--- config.mk ---
export PLATFORM = sky130hd
export DESIGN_NAME = spi_master_port
export DESIGN_NICKNAME = d
export VERILOG_FILES = /design/src/rtl/spi_port_defs.sv /design/src/rtl/spi_shift_engine.sv /design/src/rtl/spi_master_port.sv
export SDC_FILE = /design/constraint.sdc
export NUM_CORES = 1
export LEC_CHECK = 0
export ABC_AREA = 1
export BUFFER_PORTS_ARGS = -buffer_cell sky130_fd_sc_hd__buf_2
export CAP_MARGIN = 25
export CORE_ASPECT_RATIO = 1.25
export CORE_MARGIN = 2
export CORE_UTILIZATION = 55
export CTS_CLUSTER_DIAMETER = 30
export DETAILED_ROUTE_END_ITERATION = 12
export PLACE_DENSITY = 0.84
export SYNTH_ARGS = -nofsm -noshare
export SYNTH_HDL_FRONTEND = slang
export SYNTH_SLANG_ARGS = --single-unit
--- constraint.sdc ---
create_clock -name clk -period 1.8 [get_ports clk]
set_input_delay 0.18 -clock clk [delete_from_list [all_inputs] [get_ports clk]]
set_output_delay 0.18 -clock clk [all_outputs]
set_load 0.05 [all_outputs]
--- src/rtl/spi_port_defs.sv ---
`default_nettype none
// ============================================================================
//  Module   : spi_port_defs (package)
//  Purpose  : Register offsets, bit positions and FSM encodings shared by the
//             SPI master port and its shift engine.
//  Revision : 1.0  initial release
// ============================================================================
package spi_port_defs;

    localparam logic [1:0] REG_DATA   = 2'd0;
    localparam logic [1:0] REG_CTRL   = 2'd1;
    localparam logic [1:0] REG_STATUS = 2'd2;
    localparam logic [1:0] REG_DIV    = 2'd3;

    localparam int CTRL_CS_EN_BIT  = 7;
    localparam int CTRL_CS_SEL_MSB = 2;
    localparam int CTRL_CS_SEL_LSB = 0;
    // Only cs_en and cs_sel are stored; the remaining CTRL bits read as 0.
    localparam logic [7:0] CTRL_WMASK = 8'h87;

    localparam int STAT_BUSY_BIT = 0;
    localparam int STAT_OVR_BIT  = 1;

    typedef enum logic [1:0] {
        ST_IDLE = 2'd0,
        ST_LOW  = 2'd1,
        ST_HIGH = 2'd2
    } spi_state_e;

endpackage
`default_nettype wire

--- src/rtl/spi_shift_engine.sv ---
`default_nettype none
// ============================================================================
//  Module   : spi_shift_engine
//  Purpose  : Mode-0, MSB-first byte shifter with programmable half-period
//             and double-flop miso synchronizer.
//  Revision : 1.0  initial release
// ============================================================================
module spi_shift_engine
    import spi_port_defs::*;
(
    input  logic       clk,
    input  logic       rst,
    input  logic       i_start,
    input  logic [7:0] i_tx_byte,
    input  logic [7:0] i_div,
    input  logic       i_miso,
    output logic       o_busy,
    output logic [7:0] o_rx_byte,
    output logic       o_done,
    output logic       o_sclk,
    output logic       o_mosi
);

    spi_state_e r_state;
    spi_state_e w_state_nxt;

    logic [7:0] r_phase;
    logic [7:0] r_shift;
    logic [2:0] r_bit;
    logic       r_sclk;
    logic       r_mosi;
    logic       r_rx_bit;
    logic       r_miso_s1;
    logic       r_miso_s2;

    logic w_load;
    logic w_rise;
    logic w_fall;
    logic w_done;
    logic w_phase_zero;

    assign w_phase_zero = (r_phase == 8'd0);

    always_ff @(posedge clk) begin
        if (rst) begin
            r_state <= ST_IDLE;
        end else begin
            r_state <= w_state_nxt;
        end
    end

    always_comb begin
        w_state_nxt = r_state;
        w_load      = 1'b0;
        w_rise      = 1'b0;
        w_fall      = 1'b0;
        w_done      = 1'b0;
        case (r_state)
            ST_IDLE: begin
                if (i_start) begin
                    w_load      = 1'b1;
                    w_state_nxt = ST_LOW;
                end
            end
            ST_LOW: begin
                if (w_phase_zero) begin
                    w_rise      = 1'b1;
                    w_state_nxt = ST_HIGH;
                end
            end
            ST_HIGH: begin
                if (w_phase_zero) begin
                    w_fall = 1'b1;
                    if (r_bit == 3'd7) begin
                        w_done      = 1'b1;
                        w_state_nxt = ST_IDLE;
                    end else begin
                        w_state_nxt = ST_LOW;
                    end
                end
            end
            default: w_state_nxt = ST_IDLE;
        endcase
    end

    always_ff @(posedge clk) begin
        if (rst) begin
            r_phase   <= 8'd0;
            r_shift   <= 8'd0;
            r_bit     <= 3'd0;
            r_sclk    <= 1'b0;
            r_mosi    <= 1'b0;
            r_rx_bit  <= 1'b0;
            r_miso_s1 <= 1'b0;
            r_miso_s2 <= 1'b0;
        end else begin
            r_miso_s1 <= i_miso;
            r_miso_s2 <= r_miso_s1;

            // Divider is re-read at every reload so DIV writes land on the next half-period.
            if (w_load) begin
                r_shift <= i_tx_byte;
                r_mosi  <= i_tx_byte[7];
                r_phase <= i_div;
                r_bit   <= 3'd0;
            end else if (r_state != ST_IDLE) begin
                if (w_phase_zero) begin
                    r_phase <= i_div;
                end else begin
                    r_phase <= r_phase - 8'd1;
                end
            end

            if (w_rise) begin
                r_sclk   <= 1'b1;
                r_rx_bit <= r_miso_s2;
            end

            if (w_fall) begin
                r_sclk  <= 1'b0;
                r_shift <= {r_shift[6:0], r_rx_bit};
                r_bit   <= r_bit + 3'd1;
                if (!w_done) begin
                    r_mosi <= r_shift[6];
                end
            end
        end
    end

    assign o_busy    = (r_state != ST_IDLE);
    assign o_rx_byte = {r_shift[6:0], r_rx_bit};
    assign o_done    = w_done;
    assign o_sclk    = r_sclk;
    assign o_mosi    = r_mosi;

endmodule
`default_nettype wire

--- src/rtl/spi_master_port.sv ---
`default_nettype none
// ============================================================================
//  Module   : spi_master_port
//  Purpose  : Port-bus register front end (decode, access qualification,
//             chip selects) around the SPI shift engine.
//  Revision : 1.0  initial release
// ============================================================================
module spi_master_port
    import spi_port_defs::*;
#(
    parameter logic [7:0] BASE_PORT = 8'h10,
    parameter int         NUM_CS    = 4,
    parameter logic [7:0] DIV_RESET = 8'd9
) (
    input  logic              clk,
    input  logic              reset,
    input  logic [7:0]        port_id,
    input  logic              write_strobe,
    input  logic [7:0]        out_port,
    input  logic              read_strobe,
    output logic [7:0]        in_port,
    output logic              spi_sclk,
    output logic              spi_mosi,
    input  logic              spi_miso,
    output logic [NUM_CS-1:0] spi_cs_n
);

    logic              r_prev_ws;
    logic              r_prev_rs;
    logic [7:0]        r_prev_pid;
    logic [7:0]        r_rxdata;
    logic [7:0]        r_ctrl;
    logic [7:0]        r_div;
    logic              r_ovr;
    logic [NUM_CS-1:0] r_cs_n;

    logic              w_pid_changed;
    logic              w_wr_evt;
    logic              w_rd_evt;
    logic [8:0]        w_off_full;
    logic              w_mapped;
    logic [1:0]        w_off;
    logic              w_wr_data;
    logic              w_wr_ctrl;
    logic              w_wr_div;
    logic              w_rd_status;
    logic              w_start;
    logic              w_busy;
    logic              w_done;
    logic [7:0]        w_rx_byte;
    logic [7:0]        w_ctrl_nxt;
    logic [NUM_CS-1:0] w_cs_n_nxt;

    // A strobe held over two cycles on the same port is one access.
    assign w_pid_changed = (port_id != r_prev_pid);
    assign w_wr_evt      = write_strobe && (!r_prev_ws || w_pid_changed);
    assign w_rd_evt      = read_strobe  && (!r_prev_rs || w_pid_changed);

    assign w_off_full  = {1'b0, port_id} - {1'b0, BASE_PORT};
    assign w_mapped    = (w_off_full < 9'd4);
    assign w_off       = w_off_full[1:0];

    assign w_wr_data   = w_wr_evt && w_mapped && (w_off == REG_DATA);
    assign w_wr_ctrl   = w_wr_evt && w_mapped && (w_off == REG_CTRL);
    assign w_wr_div    = w_wr_evt && w_mapped && (w_off == REG_DIV);
    assign w_rd_status = w_rd_evt && w_mapped && (w_off == REG_STATUS);
    assign w_start     = w_wr_data && !w_busy;

    assign w_ctrl_nxt  = w_wr_ctrl ? (out_port & CTRL_WMASK) : r_ctrl;

    always_comb begin
        w_cs_n_nxt = '1;
        for (int i = 0; i < NUM_CS; i++) begin
            if (w_ctrl_nxt[CTRL_CS_EN_BIT] &&
                (w_ctrl_nxt[CTRL_CS_SEL_MSB:CTRL_CS_SEL_LSB] == 3'(i))) begin
                w_cs_n_nxt[i] = 1'b0;
            end
        end
    end

    always_ff @(posedge clk) begin
        if (reset) begin
            r_prev_ws  <= 1'b0;
            r_prev_rs  <= 1'b0;
            r_prev_pid <= 8'd0;
            r_rxdata   <= 8'd0;
            r_ctrl     <= 8'd0;
            r_div      <= DIV_RESET;
            r_ovr      <= 1'b0;
            r_cs_n     <= '1;
        end else begin
            r_prev_ws  <= write_strobe;
            r_prev_rs  <= read_strobe;
            r_prev_pid <= port_id;
            r_ctrl     <= w_ctrl_nxt;
            r_cs_n     <= w_cs_n_nxt;
            if (w_done) begin
                r_rxdata <= w_rx_byte;
            end
            if (w_wr_div) begin
                r_div <= out_port;
            end
            if (w_wr_data && w_busy) begin
                r_ovr <= 1'b1;
            end else if (w_rd_status) begin
                r_ovr <= 1'b0;
            end
        end
    end

    always_comb begin
        in_port = 8'd0;
        if (w_mapped) begin
            case (w_off)
                REG_DATA:   in_port = r_rxdata;
                REG_CTRL:   in_port = r_ctrl;
                REG_STATUS: begin
                    in_port[STAT_BUSY_BIT] = w_busy;
                    in_port[STAT_OVR_BIT]  = r_ovr;
                end
                REG_DIV:    in_port = r_div;
                default:    in_port = 8'd0;
            endcase
        end
    end

    spi_shift_engine u_engine (
        .clk       (clk),
        .rst       (reset),
        .i_start   (w_start),
        .i_tx_byte (out_port),
        .i_div     (r_div),
        .i_miso    (spi_miso),
        .o_busy    (w_busy),
        .o_rx_byte (w_rx_byte),
        .o_done    (w_done),
        .o_sclk    (spi_sclk),
        .o_mosi    (spi_mosi)
    );

    assign spi_cs_n = r_cs_n;

endmodule
`default_nettype wire

# Word level (Yosys, flattened, before mapping)
# Cells that the tools add are included.
[classes] eq_ne=13 n_reduce_logical=29 order_cmp=1 add_sub_neg=3 muxes=33
[op_table] operator="two-way mux 8 bit" count=5
[op_table] operator="two-way mux 1 bit" count=18
[op_table] operator="one-hot mux 6 bit (3 select lines)" count=1
[op_table] operator="logical AND 1 bit" count=14
[op_table] operator="two-way mux 7 bit" count=2
[op_table] operator="less-than comparator 9 x 3 -> 1 bit (second input constant)" count=1
[op_table] operator="subtractor 8 x 5 -> 9 bit (second input constant)" count=1
[op_table] operator="logical NOT 8 bit" count=1
[op_table] operator="inequality test 8 bit" count=1
[op_table] operator="one-hot mux 2 bit (4 select lines)" count=1
[op_table] operator="nonzero test 2 bit" count=4
[op_table] operator="subtractor 8 x 1 -> 8 bit (second input constant)" count=1
[op_table] operator="equality test 2 bit (second input constant)" count=3
[op_table] operator="equality test 3 x 2 -> 1 bit (second input constant)" count=2
[op_table] operator="two-way mux 2 bit" count=3
[op_table] operator="two-way mux 3 bit" count=2
[op_table] operator="inequality test 2 x 1 -> 1 bit (second input constant)" count=3
[op_table] operator="one-hot mux 2 bit (3 select lines)" count=1
[op_table] operator="equality test 2 x 1 -> 1 bit (second input constant)" count=2
[op_table] operator="logical NOT 2 bit" count=2
[op_table] operator="adder 3 x 1 -> 3 bit (second input constant)" count=1
[op_table] operator="equality test 3 x 1 -> 1 bit (second input constant)" count=1
[op_table] operator="equality test 3 bit (second input constant)" count=1
[op_table] operator="logical NOT 1 bit" count=3
[op_table] operator="4 further kinds" count=5
[word_totals] register_bits=60 elab_cells=96

# Longest topological paths before layout
# Gate-level depths: netlist of run 1.
[depth] ltp_word=11 ltp_mapped=14 ltp_nobuf=14

# Hierarchy
# From an unflattened synthesis of run 1, not the netlist that was laid out.
[hier_totals] hier_cells=419 hier_area_um2=3046.7
[modules_own_cells] module="spi_master_port" area_each_um2=1640.3 cells_per_inst=219 n_inst=1
[modules_own_cells] module="spi_shift_engine" area_each_um2=1406.3 cells_per_inst=200 n_inst=1

# Least setup slack after synthesis of run 1
# No wires, ideal clock.
[synth_timing] kind="in2out" startpoint="in port_id[4]" endpoint="out in_port[1]" n_path_buf=0 path_slack_ps=-411 stages=6 arrival_time_ps=2031 t_required_ps=1620 path_cell_list="inv_1 ha_1 nand3_1 nor2_2 nand2_4 a221oi_1"
[synth_via] elab_chain_len=3
[synth_rtl] item="start: declaration" line_no="spi_master_port.sv:17" rtl="input logic [7:0] port_id,"
[synth_rtl] item="subtractor 8 x 5 -> 9 bit" line_no="spi_master_port.sv:59" rtl="assign w_off_full = {1'b0, port_id} - {1'b0, BASE_PORT};"
[synth_rtl] item="less-than comparator 9 x 3 -> 1 bit" line_no="spi_master_port.sv:60" rtl="assign w_mapped = (w_off_full < 9'd4);"
[synth_rtl] item="two-way mux 8 bit" line_no="spi_master_port.sv:113" rtl="if (w_mapped) begin"
[synth_rtl] item="end: declaration" line_no="spi_master_port.sv:21" rtl="output logic [7:0] in_port,"
# No other way between the ends.

# Worst setup path in the final report of run 1
[layout_timing] startpoint="reg u_engine.r_state[1]" endpoint="out in_port[0]"
[layout_via] elab_chain_len=3
[layout_rtl] item="start: declaration" line_no="spi_shift_engine.sv:24" rtl="spi_state_e r_state;"
[layout_rtl] item="start signal: assignment" line_no="spi_shift_engine.sv:48" rtl="r_state <= w_state_nxt;"
[layout_rtl] item="nonzero test 2 bit" line_no="spi_shift_engine.sv:130" rtl="assign o_busy = (r_state != ST_IDLE);"
[layout_rtl] item="one-hot mux 2 bit (4 select lines)" line_no="spi_master_port.sv:114" rtl="case (w_off)"
[layout_rtl] item="two-way mux 8 bit" line_no="spi_master_port.sv:113"
# No other way between the ends.

==> results of run 1 <==
-- through the flow --
stage               instance area (µm²)  worst slack [ns]  hold WS (ns)
floorplan                          3012          0.009990        0.2530
global placement                   3327           0.05718        0.3806
detailed placement                 3327           0.02502        0.3902
CTS                                3565           0.01323       0.03066
global route                       3617         -0.009808       0.04158
finish                             3617           0.05461       0.03437
-- routing by layer --
metal | routed length (µm) | part of all wire (%)
met5 | 0 | 0
met1 | 3110 | 43
met2 | 3684 | 51
met3 | 259 | 3.6
met4 | 119 | 1.7
-- flip-flops by register name (all words and copies together) (netlist names) --
signal              count
u_engine.r_state        2
r_prev_pid              8
u_engine.r_miso_s1      1
r_div                   8
r_ctrl                  4
u_engine.r_miso_s2      1
r_ovr                   1
u_engine.o_sclk         1
u_engine.r_bit          3
u_engine.r_phase        8
u_engine.r_rx_bit       1
r_prev_ws               1
u_engine.r_shift        7
u_engine.o_mosi         1
r_rxdata                8
spi_cs_n                4
r_prev_rs               1
-- kinds of logic (layout without fill, tap and decap cells) --
family	Yosys count	after routing
AOI/OAI and AO/OA	77	77
xor gates and xnor gates	11	11
adders and majority gates	4	4
buffers and inverters	76	132
DFF	60	60
and+or+nand+nor	205	205
-- Yosys cell counts (2+ instances only) --
library cell / count
nand2_2: 6
xor2_1: 4
xnor2_1: 7
nand3_2: 2
o21ai_0: 37
inv_2: 4
nand2_4: 3
dfxtp_1: 60
a221oi_1: 3
buf_2: 5
nand3_1: 17
nor2_4: 4
o21ai_1: 3
ha_1: 4
clkbuf_1: 5
nand2_1: 109
nor2_1: 53
nor2_2: 3
o22ai_1: 2
a21oi_1: 26
inv_1: 60
nor3_1: 3
o21ai_2: 2
-- power by group through the flow --
stage | Clock (µW) | Combinational [µW] | Sequential (µW)
6_report | 1480 | 259 | 1360
3_5_place_dp | 0 | 248 | 1390
3_3_place_gp | 0 | 241 | 1390
5_1_grt | 1550 | 290 | 1360
4_1_cts | 1490 | 251 | 1360
2_1_floorplan | 0 | 166 | 1390
-- area by class of cell --
type	count	area, µm²
Fill cell	459	1750
Multi-Input combinational cell	297	1533
Sequential cell	60	1202
Timing Repair Buffer	53	321.6
Inverter	64	242.7
Clock buffer	10	137.6
Clock inverter	5	100.1
Tap cell	64	80.08
-- worst min-delay path, stage by stage --
cell,delay (ns)
buf_2,0.09
inv_1,0.04
nor2_1,0.03
-- worst min path at each step --
stage	from	endpoint
2_1_floorplan	reset	r_rxdata[7]
3_3_place_gp	spi_miso	u_engine.r_miso_s1
3_5_place_dp	spi_miso	u_engine.r_miso_s1
4_1_cts	spi_miso	u_engine.r_miso_s1
5_1_grt	spi_miso	u_engine.r_miso_s1
6_report	spi_miso	u_engine.r_miso_s1
-- what timing repair did --
| item | in CTS | in global routing |
|---|---|---|
| buffers inserted | 0 | 1 |
| gates resized for setup | 0 | 21 |
| setup endpoints to repair | 0 | 24 |
==> run_summary.xml, run 1 <==
<?xml version="1.0" encoding="UTF-8"?>
<metrics>
  <group name="critical_path">
    <metric name="cp_slowest_cell" unit="">dfxtp_1</metric>
    <metric name="crit_startpoint" unit="">u_engine.r_state[1]</metric>
    <metric name="r2r-start" unit="">u_engine.r_phase[0]</metric>
    <metric name="reg2reg_to" unit="">u_engine.o_mosi</metric>
    <metric name="crit_path_end" unit="">in_port[0]</metric>
    <metric name="critical_path_cell_count" unit="">5</metric>
    <metric name="ff2ff_path_depth" unit="">10</metric>
    <metric name="crit_family" unit="">flip-flops</metric>
    <metric name="critical_path.max_fanout" unit="">4</metric>
    <metric name="path_type_of_the_worst_setup_path" unit="">flip-flop to output port</metric>
    <metric name="critical_path.startpoint_type" unit="">flip-flop</metric>
    <metric name="worst_ep_arrival_time" unit="ns">1.57</metric>
    <metric name="timing.critical_path.buf_inv" unit="">1</metric>
    <metric name="timing.critical_path.to_type" unit="">output port</metric>
    <metric name="cp_data_required_time" unit="ns">1.62</metric>
    <metric name="max_stage_delay" unit="ns">0.44</metric>
    <metric name="cp_cell_sequence" unit="">nor2_4, o21ai_0, a221oi_1, nor2_1, clkbuf_4</metric>
    <metric name="rrSetupSlack" unit="ns">0.15</metric>
  </group>
  <group name="grt">
    <metric name="top_usage_layer" unit="">met2</metric>
    <metric name="grt_antenna_before_repair" unit="">0</metric>
    <metric name="groute.usage.overall" unit="%">24.85</metric>
    <metric name="first_global_vias" unit="">2699</metric>
    <metric name="met3_usage" unit="%">6.628</metric>
    <metric name="globalRoute.totalOverflow" unit="">0</metric>
    <metric name="grt_max_degree" unit="">36</metric>
    <metric name="global_route_wire_length_before_repair" unit="mm">11.87</metric>
    <metric name="grt_util_met1" unit="%">29.23</metric>
    <metric name="groute.layer.met2.usage" unit="%">43.12</metric>
  </group>
  <group name="power">
    <metric name="total_leakage_power" unit="µW">0.001762</metric>
    <metric name="p_int" unit="µW">2391</metric>
    <metric name="swShare" unit="%">22.77</metric>
    <metric name="switching_power" unit="µW">704.9</metric>
    <metric name="vdd.ir_drop.worst" unit="mV">0.5889</metric>
    <metric name="post-layout-total-power" unit="µW">3096</metric>
    <metric name="cellPowerDensity" unit="nW/µm²">856.0</metric>
    <metric name="power.share.clock" unit="%">47.7</metric>
    <metric name="power.combinational.fraction" unit="%">8.4</metric>
    <metric name="power_frac_seq" unit="%">43.9</metric>
  </group>
  <group name="clocking">
    <metric name="tritoncts" unit="">done</metric>
    <metric name="clk_slew_on_worst_s_h_paths" unit="ns">0.07</metric>
    <metric name="tritoncts.num_buffers" unit="">9</metric>
    <metric name="number_of_h_tree_levels" unit="">3</metric>
    <metric name="clk_root_buffer_cell" unit="">clkbuf_8</metric>
    <metric name="ctsLongestPathBuffers" unit="">2</metric>
    <metric name="insertion_delay" unit="ns">0.35</metric>
    <metric name="hold_buffers" unit="">0</metric>
    <metric name="clock-sinks" unit="">60</metric>
  </group>
  <group name="drt">
    <metric name="avgRoutedWirePerCell" unit="µm">12.97</metric>
    <metric name="ant_nets" unit="">0</metric>
    <metric name="detailedRoute.firstPassIterationCount" unit="">4</metric>
    <metric name="drt_iter0_drc" unit="">134</metric>
    <metric name="postRouteWirelength" unit="mm">7.174</metric>
    <metric name="drc" unit="">0</metric>
    <metric name="via_count" unit="">2862</metric>
    <metric name="vias_per_cell" unit="">5.175</metric>
  </group>
  <group name="synth">
    <metric name="synth_flop_cell" unit="">dfxtp_1</metric>
    <metric name="synth_simple_gate_area_share" unit="%">30.81</metric>
    <metric name="synth.distinct_cells" unit="">34</metric>
    <metric name="postSynthNetCount" unit="">458</metric>
    <metric name="synth.area.top_cells" unit="">dfxtp_1 40%, nand2_1 14%, inv_1 7.5%</metric>
    <metric name="yosysWarnings" unit="">0</metric>
    <metric name="largest_family_of_logic_cells_by_synthesized_area" unit="">simple AND/OR/NAND/NOR gates</metric>
    <metric name="netlist_area" unit="µm²">3005</metric>
    <metric name="synth-compound-area-share" unit="%">14.03</metric>
    <metric name="postSynthRegisterBits" unit="">60</metric>
    <metric name="post_synth_xor_area_fraction" unit="%">3.206</metric>
    <metric name="netlist.top_cell.by_area" unit="">dfxtp_1</metric>
    <metric name="synthAdderAreaFrac" unit="%">1.665</metric>
    <metric name="synth_seq_area_share" unit="%">39.97</metric>
    <metric name="async_flop_share" unit="%">0</metric>
    <metric name="post-synth-top-area-fraction" unit="%">39.97</metric>
    <metric name="number_of_cells_produced_by_synthesis" unit="">433</metric>
    <metric name="avg_synthesized_cell_area" unit="µm²">6.941</metric>
    <metric name="synth-edff-count" unit="">0</metric>
    <metric name="synth.area.mux_share" unit="%">0</metric>
  </group>
  <group name="die">
    <metric name="width_of_the_die" unit="µm">70.12</metric>
    <metric name="initial_core_util" unit="%">55.99</metric>
    <metric name="io_pins" unit="">35</metric>
    <metric name="die_height" unit="µm">86.65</metric>
    <metric name="core_ar" unit="µm²">5368</metric>
    <metric name="placement_rows" unit="">30</metric>
    <metric name="dieArea" unit="µm²">6075</metric>
  </group>
  <group name="layout">
    <metric name="num_antenna_cells" unit="">0</metric>
    <metric name="nets" unit="">510</metric>
    <metric name="post_route_cells_drive_above_1_share" unit="%">21.68</metric>
    <metric name="finalCoreUtilization" unit="%">67.39</metric>
    <metric name="areaGrowthSynthToFinish" unit="%">20.36</metric>
    <metric name="layout.cells.most_common_list" unit="">109 x nand2_1, 59 x dfxtp_1, 57 x inv_1, 52 x nor2_1</metric>
    <metric name="finalNonFillerCells" unit="">553</metric>
    <metric name="mostFrequentLayoutCell" unit="">nand2_1</metric>
  </group>
  <group name="sta">
    <metric name="timing.final.setup_violations" unit="">0</metric>
    <metric name="timing.final.crit_share" unit="%">96.97</metric>
    <metric name="hold_violations" unit="">0</metric>
    <metric name="period_needed" unit="ns">1.745</metric>
    <metric name="fin_tns_setup" unit="ns">0</metric>
    <metric name="slew_viol_final" unit="">0</metric>
    <metric name="timing_worst_slew_pin_value" unit="ns">0.3677</metric>
    <metric name="timing.clock.skew" unit="ns">0.008395</metric>
    <metric name="timing.slew.headroom" unit="%">75.40</metric>
    <metric name="clock.fmax" unit="MHz">572.9</metric>
  </group>
  <group name="placement">
    <metric name="gp_congestion" unit="">0.8543</metric>
    <metric name="numPortBuffers" unit="">34</metric>
    <metric name="dpl.hpwl" unit="mm">5.081</metric>
    <metric name="placedCellCount" unit="">537</metric>
  </group>
  <group name="worst_hold_path">
    <metric name="hold_path_class" unit="">input pin to flip-flop</metric>
    <metric name="hold_depth" unit="">3</metric>
  </group>
  <group name="run">
    <metric name="drv_cap" unit="">0</metric>
  </group>
  <group name="run_status">
    <metric name="outcome" unit="">finished clean</metric>
  </group>
</metrics>
Power figures use the tool's default switching activity.
==> run 2: changes to the inputs <==
Settings changed: ABC_AREA 1 to default, SKIP_CTS_REPAIR_TIMING from default to 1.
==> run 2 against run 1 <==
The flow now finishes with violations (setup timing). Synthesized area down 4.6%. Synthesized cell count down 27%. Clock power down 27%. Core utilization up 14 points. Global-route usage up 2.7 points. Sequential power about the same. Wire length up 38%. Non-clock buffer count up 36. Sequential cell count unchanged. Register-to-register slack worse by 0.49 ns. Clock-buffer cell count up 2. Critical path type is now flip-flop to flip-flop. Largest cell class unchanged. Highest routed layer unchanged.
==> run_summary.xml, run 2 <==
<?xml version="1.0" encoding="UTF-8"?>
<metrics>
  <group name="drt">
    <metric name="postRouteWirelength" unit="mm">9.887</metric>
    <metric name="vias_per_cell" unit="">6.363</metric>
    <metric name="drc" unit="">0</metric>
    <metric name="detailedRoute.firstPassIterationCount" unit="">7</metric>
    <metric name="ant_nets" unit="">0</metric>
    <metric name="via_count" unit="">2959</metric>
    <metric name="drt_iter0_drc" unit="">313</metric>
    <metric name="avgRoutedWirePerCell" unit="µm">21.26</metric>
  </group>
  <group name="sta">
    <metric name="post-route-worst-setup-slack" unit="ns">-0.3361</metric>
    <metric name="timing.final.setup_violations" unit="">45</metric>
    <metric name="timing.clock.skew" unit="ns">0.004414</metric>
    <metric name="clock.fmax" unit="MHz">468.1</metric>
    <metric name="period_needed" unit="ns">2.136</metric>
    <metric name="slew_viol_final" unit="">0</metric>
    <metric name="hold_violations" unit="">0</metric>
    <metric name="timing.final.crit_share" unit="%">118.7</metric>
    <metric name="timing_worst_slew_pin_value" unit="ns">0.5805</metric>
    <metric name="grt_setup_unrepaired" unit="">yes</metric>
    <metric name="timing.slew.headroom" unit="%">61.30</metric>
  </group>
  <group name="critical_path">
    <metric name="path_type_of_the_worst_setup_path" unit="">flip-flop to flip-flop</metric>
    <metric name="timing.critical_path.to_type" unit="">flip-flop</metric>
    <metric name="critical_path.startpoint_type" unit="">flip-flop</metric>
    <metric name="cp_data_required_time" unit="ns">2.06</metric>
    <metric name="critical_path.max_fanout" unit="">5</metric>
    <metric name="worst_ep_arrival_time" unit="ns">2.39</metric>
  </group>
  <group name="synth">
    <metric name="largest_family_of_logic_cells_by_synthesized_area" unit="">simple AND/OR/NAND/NOR gates</metric>
    <metric name="synth.area.top_cells" unit="">dfxtp_1 42%, mux2i_1 8.7%, nor2_1 5.1%</metric>
    <metric name="synth_most_common_cell" unit="">dfxtp_1</metric>
    <metric name="synth-edff-count" unit="">0</metric>
    <metric name="post_synth_xor_area_fraction" unit="%">2.750</metric>
    <metric name="synth_top_cells_by_count" unit="">60 x dfxtp_1, 39 x nor2_1, 27 x nand2_1, 25 x mux2i_1, 18 x a21oi_1</metric>
    <metric name="synth_flop_cell" unit="">dfxtp_1</metric>
    <metric name="number_of_cells_produced_by_synthesis" unit="">316</metric>
    <metric name="synth_simple_gate_area_share" unit="%">23.75</metric>
    <metric name="post-synth-top-area-fraction" unit="%">41.90</metric>
    <metric name="netlist_area" unit="µm²">2866</metric>
    <metric name="netlist.top_cell.by_area" unit="">dfxtp_1</metric>
    <metric name="synthAdderAreaFrac" unit="%">1.746</metric>
    <metric name="postSynthRegisterBits" unit="">60</metric>
    <metric name="avg_synthesized_cell_area" unit="µm²">9.071</metric>
    <metric name="synth.area.mux_share" unit="%">10.69</metric>
    <metric name="synth.distinct_cells" unit="">57</metric>
    <metric name="postSynthNetCount" unit="">341</metric>
    <metric name="synth_seq_area_share" unit="%">41.90</metric>
    <metric name="async_flop_share" unit="%">0</metric>
    <metric name="yosysWarnings" unit="">0</metric>
    <metric name="synth-compound-area-share" unit="%">13.84</metric>
  </group>
  <group name="die">
    <metric name="width_of_the_die" unit="µm">68.57</metric>
    <metric name="die_height" unit="µm">84.72</metric>
    <metric name="io_pins" unit="">35</metric>
    <metric name="core_ar" unit="µm²">5044</metric>
    <metric name="placement_rows" unit="">29</metric>
    <metric name="initial_core_util" unit="%">56.83</metric>
    <metric name="dieArea" unit="µm²">5809</metric>
  </group>
  <group name="layout">
    <metric name="num_antenna_cells" unit="">0</metric>
    <metric name="layout.cells.most_common_list" unit="">53 x dfxtp_1, 35 x nor2_1, 34 x buf_4, 30 x buf_2, 25 x mux2i_1</metric>
    <metric name="nets" unit="">423</metric>
    <metric name="areaGrowthSynthToFinish" unit="%">43.34</metric>
    <metric name="fillers" unit="">243</metric>
    <metric name="post_route_cells_drive_above_1_share" unit="%">41.94</metric>
    <metric name="multi_input_comb_area" unit="µm²">1878</metric>
    <metric name="mostFrequentLayoutCell" unit="">dfxtp_1</metric>
    <metric name="layout.area.seq" unit="µm²">1210</metric>
  </group>
  <group name="placement">
    <metric name="pre_cts_slack" unit="ns">-0.2913</metric>
    <metric name="dpl.hpwl" unit="mm">5.154</metric>
    <metric name="numPortBuffers" unit="">34</metric>
    <metric name="gp_congestion" unit="">0.8520</metric>
  </group>
  <group name="power">
    <metric name="cellPowerDensity" unit="nW/µm²">659.9</metric>
    <metric name="power.combinational.fraction" unit="%">10.1</metric>
    <metric name="total_leakage_power" unit="µW">0.001502</metric>
    <metric name="switching_power" unit="µW">716.9</metric>
    <metric name="p_int" unit="µW">1995</metric>
    <metric name="power_frac_seq" unit="%">50.2</metric>
    <metric name="swShare" unit="%">26.44</metric>
    <metric name="post-layout-total-power" unit="µW">2712</metric>
    <metric name="power.share.clock" unit="%">39.7</metric>
    <metric name="vdd.ir_drop.worst" unit="mV">0.7355</metric>
  </group>
  <group name="clocking">
    <metric name="insertion_delay" unit="ns">0.35</metric>
    <metric name="tritoncts" unit="">done</metric>
    <metric name="clk_slew_on_worst_s_h_paths" unit="ns">0.07</metric>
    <metric name="number_of_h_tree_levels" unit="">3</metric>
    <metric name="tritoncts.num_buffers" unit="">9</metric>
    <metric name="clock-sinks" unit="">60</metric>
    <metric name="clk_root_buffer_cell" unit="">clkbuf_8</metric>
    <metric name="ctsLongestPathBuffers" unit="">2</metric>
  </group>
  <group name="run_status">
    <metric name="failing_checks" unit="">setup timing</metric>
    <metric name="outcome" unit="">finished, violations left</metric>
  </group>
  <group name="grt">
    <metric name="global_route_wire_length_before_repair" unit="mm">12.03</metric>
    <metric name="grt_max_degree" unit="">35</metric>
    <metric name="grt_antenna_before_repair" unit="">0</metric>
    <metric name="globalRoute.totalOverflow" unit="">0</metric>
    <metric name="first_global_vias" unit="">2548</metric>
    <metric name="groute.usage.overall" unit="%">27.57</metric>
  </group>
  <group name="run">
    <metric name="drv_cap" unit="">0</metric>
  </group>
  <group name="worst_hold_path">
    <metric name="hold_path_class" unit="">input pin to flip-flop</metric>
  </group>
</metrics>
run 2: cell count changes after synthesis, moves of 14 or more:
cell,previous run,this run
mux2i_1,0,25
nor2_1,53,39
inv_1,60,9
o21ai_0,37,7
nand2_1,109,27
nor2b_1,0,15
run 2: final timing paths:
check | to | slack [ns] | cells past startpoint | startpoint
worst max-delay path | r_rxdata[0] | -0.34 | 6 | u_engine.r_phase[4]
worst min-delay path | r_prev_pid[5] | 0.07 | 3 | port_id[5]
worst max register to register | r_rxdata[0] | -0.34 | 6 | u_engine.r_phase[4]
worst min register to register | u_engine.o_sclk | 0.46 | 2 | u_engine.o_sclk
run 2: area by class of cell:
cell class	instances	share of cell area, %
Clock buffer	12	3.532
Clock inverter	4	0.6090
Inverter	9	0.9440
Multi-Input combinational cell	229	45.71
Sequential cell	60	29.45
Tap cell	62	1.888
Timing Repair Buffer	89	17.87
run 2: logic make-up after synthesis:
kind of cell | after synthesis
AOI/OAI and AO/OA | 59
xor gates and xnor gates | 9
adders and majority gates | 4
buffers and inverters | 27
DFF | 60
muxes | 29
and+or+nand+nor | 128
run 2: routing by layer:
| metal | wire length (µm) | vias to the layer above | GRT usage (%) |
|---|---|---|---|
| li1 | - | 1277 | - |
| met1 | 3779 | 1464 | 34.75 |
| met2 | 4962 | 165 | 43.71 |
| met3 | 673 | 53 | 6.300 |
| met4 | 471 | 0 | 12.73 |
| met5 | 0 | - | 0 |
run 2: worst max-delay path, stage by stage (launching register included):
cell	delay (ns)
dfxtp_1	0.32
or3_4	0.38
or4_4	0.52
nor3b_4	0.34
buf_6	0.18
nand3_2	0.07
a21oi_1	0.24
run 2: metrics by stage:
stage | util [%] | instances | cell area, µm² | hold WS (ns) | setup TNS, ns
2_1_floorplan | - | 316 | 2977 | 0.2872 | -2.272
3_3_place_gp | 68.25 | 433 | 3442 | 0.3867 | -5.131
3_5_place_dp | 68.25 | 433 | 3442 | 0.3956 | -8.852
4_1_cts | 71.62 | 449 | 3612 | 0.03378 | -4.448
5_1_grt | 81.47 | 465 | 4109 | 0.07087 | -11.52
6_report | 81.47 | 465 | 4109 | 0.06680 | -8.548
run 2: power by group through the flow:
stage	clock network [µW]	registers (µW)	logic, µW
CTS	1070	1350	211
global placement	0	1380	203
detailed placement	0	1380	208
floorplan	0	1380	123
finish	1080	1360	274
global route	1120	1360	286
==> run 3: changes to the inputs <==
Settings changed: ABC_AREA from default to 1, CORE_UTILIZATION 55 to 30, PLACE_DENSITY 0.84 to 0.55.
Clock period 1.8 ns to 2.39 ns, I/O delays scaled along.
==> run 3 against run 2 <==
The run now ends clean. Via count is 7.3% lower. Final area shrank 12%. Combinational power shrank 32%. Critical path type is now input pin to output port. Critical endpoint is now in_port[1]. Largest cell class unchanged. Largest power group is now the clock network.
==> run_summary.xml, run 3 (synthesized netlist as in run 1, its figures left out) <==
<?xml version="1.0" encoding="UTF-8"?>
<metrics>
  <group name="sta">
    <metric name="slew_viol_final" unit="">0</metric>
    <metric name="timing.final.crit_share" unit="%">83.20</metric>
    <metric name="timing.clock.skew" unit="ns">0.008930</metric>
    <metric name="clock.fmax" unit="MHz">502.9</metric>
    <metric name="fin_tns_setup" unit="ns">0</metric>
    <metric name="timing_worst_slew_pin_value" unit="ns">0.3924</metric>
    <metric name="post-route-worst-setup-slack" unit="ns">0.4015</metric>
    <metric name="period_needed" unit="ns">1.989</metric>
    <metric name="grt_setup_unrepaired" unit="">no</metric>
    <metric name="hold_violations" unit="">0</metric>
    <metric name="timing.final.setup_violations" unit="">0</metric>
    <metric name="timing.slew.headroom" unit="%">73.74</metric>
  </group>
  <group name="grt">
    <metric name="groute.layer.met2.usage" unit="%">25.56</metric>
    <metric name="global_route_wire_length_before_repair" unit="mm">12.39</metric>
    <metric name="grt_antenna_before_repair" unit="">0</metric>
    <metric name="first_global_vias" unit="">2629</metric>
    <metric name="top_usage_layer" unit="">met2</metric>
    <metric name="grt_util_met1" unit="%">16.60</metric>
    <metric name="grt_max_degree" unit="">34</metric>
    <metric name="globalRoute.totalOverflow" unit="">0</metric>
    <metric name="groute.usage.overall" unit="%">14.97</metric>
    <metric name="met3_usage" unit="%">2.991</metric>
  </group>
  <group name="clocking">
    <metric name="clk_slew_on_worst_s_h_paths" unit="ns">0.05</metric>
    <metric name="insertion_delay" unit="ns">0.33</metric>
    <metric name="number_of_h_tree_levels" unit="">3</metric>
    <metric name="ctsLongestPathBuffers" unit="">2</metric>
    <metric name="clk_root_buffer_cell" unit="">clkbuf_16</metric>
    <metric name="tritoncts.num_buffers" unit="">9</metric>
    <metric name="tritoncts" unit="">done</metric>
    <metric name="clock-sinks" unit="">60</metric>
  </group>
  <group name="layout">
    <metric name="nets" unit="">498</metric>
    <metric name="finalCoreUtilization" unit="%">37.46</metric>
    <metric name="areaGrowthSynthToFinish" unit="%">20.40</metric>
    <metric name="fillers" unit="">1043</metric>
    <metric name="design_area" unit="µm²">3618</metric>
    <metric name="layout.area.seq" unit="µm²">1201</metric>
    <metric name="post_route_cells_drive_above_1_share" unit="%">18.20</metric>
    <metric name="mostFrequentLayoutCell" unit="">nand2_1</metric>
    <metric name="multi_input_comb_area" unit="µm²">1494</metric>
    <metric name="layout.cells.most_common_list" unit="">109 x nand2_1, 60 x inv_1, 60 x dfxtp_1, 53 x nor2_1, 37 x o21ai_0</metric>
    <metric name="num_antenna_cells" unit="">0</metric>
  </group>
  <group name="placement">
    <metric name="dpl.hpwl" unit="mm">5.446</metric>
    <metric name="gp_congestion" unit="">0.8167</metric>
    <metric name="numPortBuffers" unit="">34</metric>
    <metric name="place_area" unit="µm²">3316</metric>
    <metric name="pre_cts_slack" unit="ns">0.4222</metric>
  </group>
  <group name="critical_path">
    <metric name="max_stage_delay" unit="ns">0.35</metric>
    <metric name="cp_slowest_cell" unit="">a221oi_1</metric>
    <metric name="worst_ep_arrival_time" unit="ns">1.75</metric>
    <metric name="critical_path.startpoint_type" unit="">input pin</metric>
    <metric name="cp_cell_sequence" unit="">buf_2, inv_1, ha_1, nand3_1, nor2_2, nand2_4, a221oi_1, buf_2</metric>
    <metric name="path_type_of_the_worst_setup_path" unit="">input pin to output port</metric>
    <metric name="timing.critical_path.to_type" unit="">output port</metric>
    <metric name="cp_data_required_time" unit="ns">2.15</metric>
    <metric name="timing.critical_path.mode_cell" unit="">buf_2</metric>
    <metric name="critical_path.max_fanout" unit="">10</metric>
  </group>
  <group name="power">
    <metric name="total_leakage_power" unit="µW">0.001707</metric>
    <metric name="vdd.ir_drop.worst" unit="mV">0.4885</metric>
    <metric name="post-layout-total-power" unit="µW">2515</metric>
    <metric name="cellPowerDensity" unit="nW/µm²">695.0</metric>
  </group>
  <group name="drt">
    <metric name="ant_nets" unit="">0</metric>
    <metric name="detailedRoute.firstPassIterationCount" unit="">4</metric>
    <metric name="drc" unit="">0</metric>
    <metric name="drt_iter0_drc" unit="">122</metric>
    <metric name="vias_per_cell" unit="">4.540</metric>
    <metric name="via_count" unit="">2742</metric>
    <metric name="postRouteWirelength" unit="mm">7.365</metric>
    <metric name="avgRoutedWirePerCell" unit="µm">12.19</metric>
  </group>
  <group name="die">
    <metric name="width_of_the_die" unit="µm">93.52</metric>
    <metric name="core_ar" unit="µm²">9659</metric>
    <metric name="die_height" unit="µm">115.9</metric>
    <metric name="placement_rows" unit="">40</metric>
    <metric name="initial_core_util" unit="%">31.11</metric>
    <metric name="io_pins" unit="">35</metric>
    <metric name="dieArea" unit="µm²">10840</metric>
  </group>
  <group name="run">
    <metric name="drv_cap" unit="">0</metric>
  </group>
  <group name="worst_hold_path">
    <metric name="hold_path_class" unit="">input pin to flip-flop</metric>
  </group>
  <group name="run_status">
    <metric name="outcome" unit="">finished clean</metric>
  </group>
</metrics>
## run 3: changes by cell type in the layout (fill, tap and decap cells not counted), sizes merged, moves of 9 or more
cell	change
nand2	+91
inv	+55
buf	-47
o21ai	+35
mux2i	-25
nor2	+20
nor2b	-15
a21oi	+9
nand3	+9
## run 3: layout make-up
cell class / instances / share of cell area, %
clock buffers: 11 / 6.985
clock inverters: 5 / 1.383
inverters: 64 / 6.639
multi-input cells: 297 / 41.29
flip-flops and latches: 60 / 33.19
well taps: 126 / 4.357
repair buffers: 41 / 6.155
## run 3: per-layer routing
layer  wire [µm]  part of all wire, %  up-vias
met1        3151                   43     1241
li1            -                    -     1437
met3         182                  2.5       16
met5           0                    0        -
met2        3749                   51       48
met4         282                  3.8        0
## run 3: metrics by stage
step	cells	hold WS, ns
final	604	0.1107
after global routing	604	0.1189
after CTS	604	0.09886
after detailed placement	588	0.3989
after global placement	588	0.3899
after floorplan	433	0.3120
## run 3: power by group
part | internal [µW] | total, µW | switching (µW)
Clock | 854 | 1300 | 449
Combinational | 67.8 | 187 | 119
Sequential | 1020 | 1030 | 8.35
Total | 1940 | 2510 | 576
## run 3: worst max-delay path, delay by kind of cell
| family | cells | cell delay, ns |
|---|---|---|
| compound gates | 1 | 0.35 |
| fa+ha+maj | 1 | 0.28 |
| buf+inv | 3 | 0.50 |
| simple gates | 3 | 0.38 |
## run 3: worst paths after layout
kind	depth (start not counted)	to	slack, ns	startpoint
setup / recovery	8	in_port[1]	0.40	port_id[4]
hold / removal	3	u_engine.r_miso_s1	0.11	spi_miso
setup reg to reg	11	r_rxdata[4]	0.42	u_engine.r_phase[0]
hold reg to reg	2	u_engine.r_miso_s2	0.40	u_engine.r_miso_s1
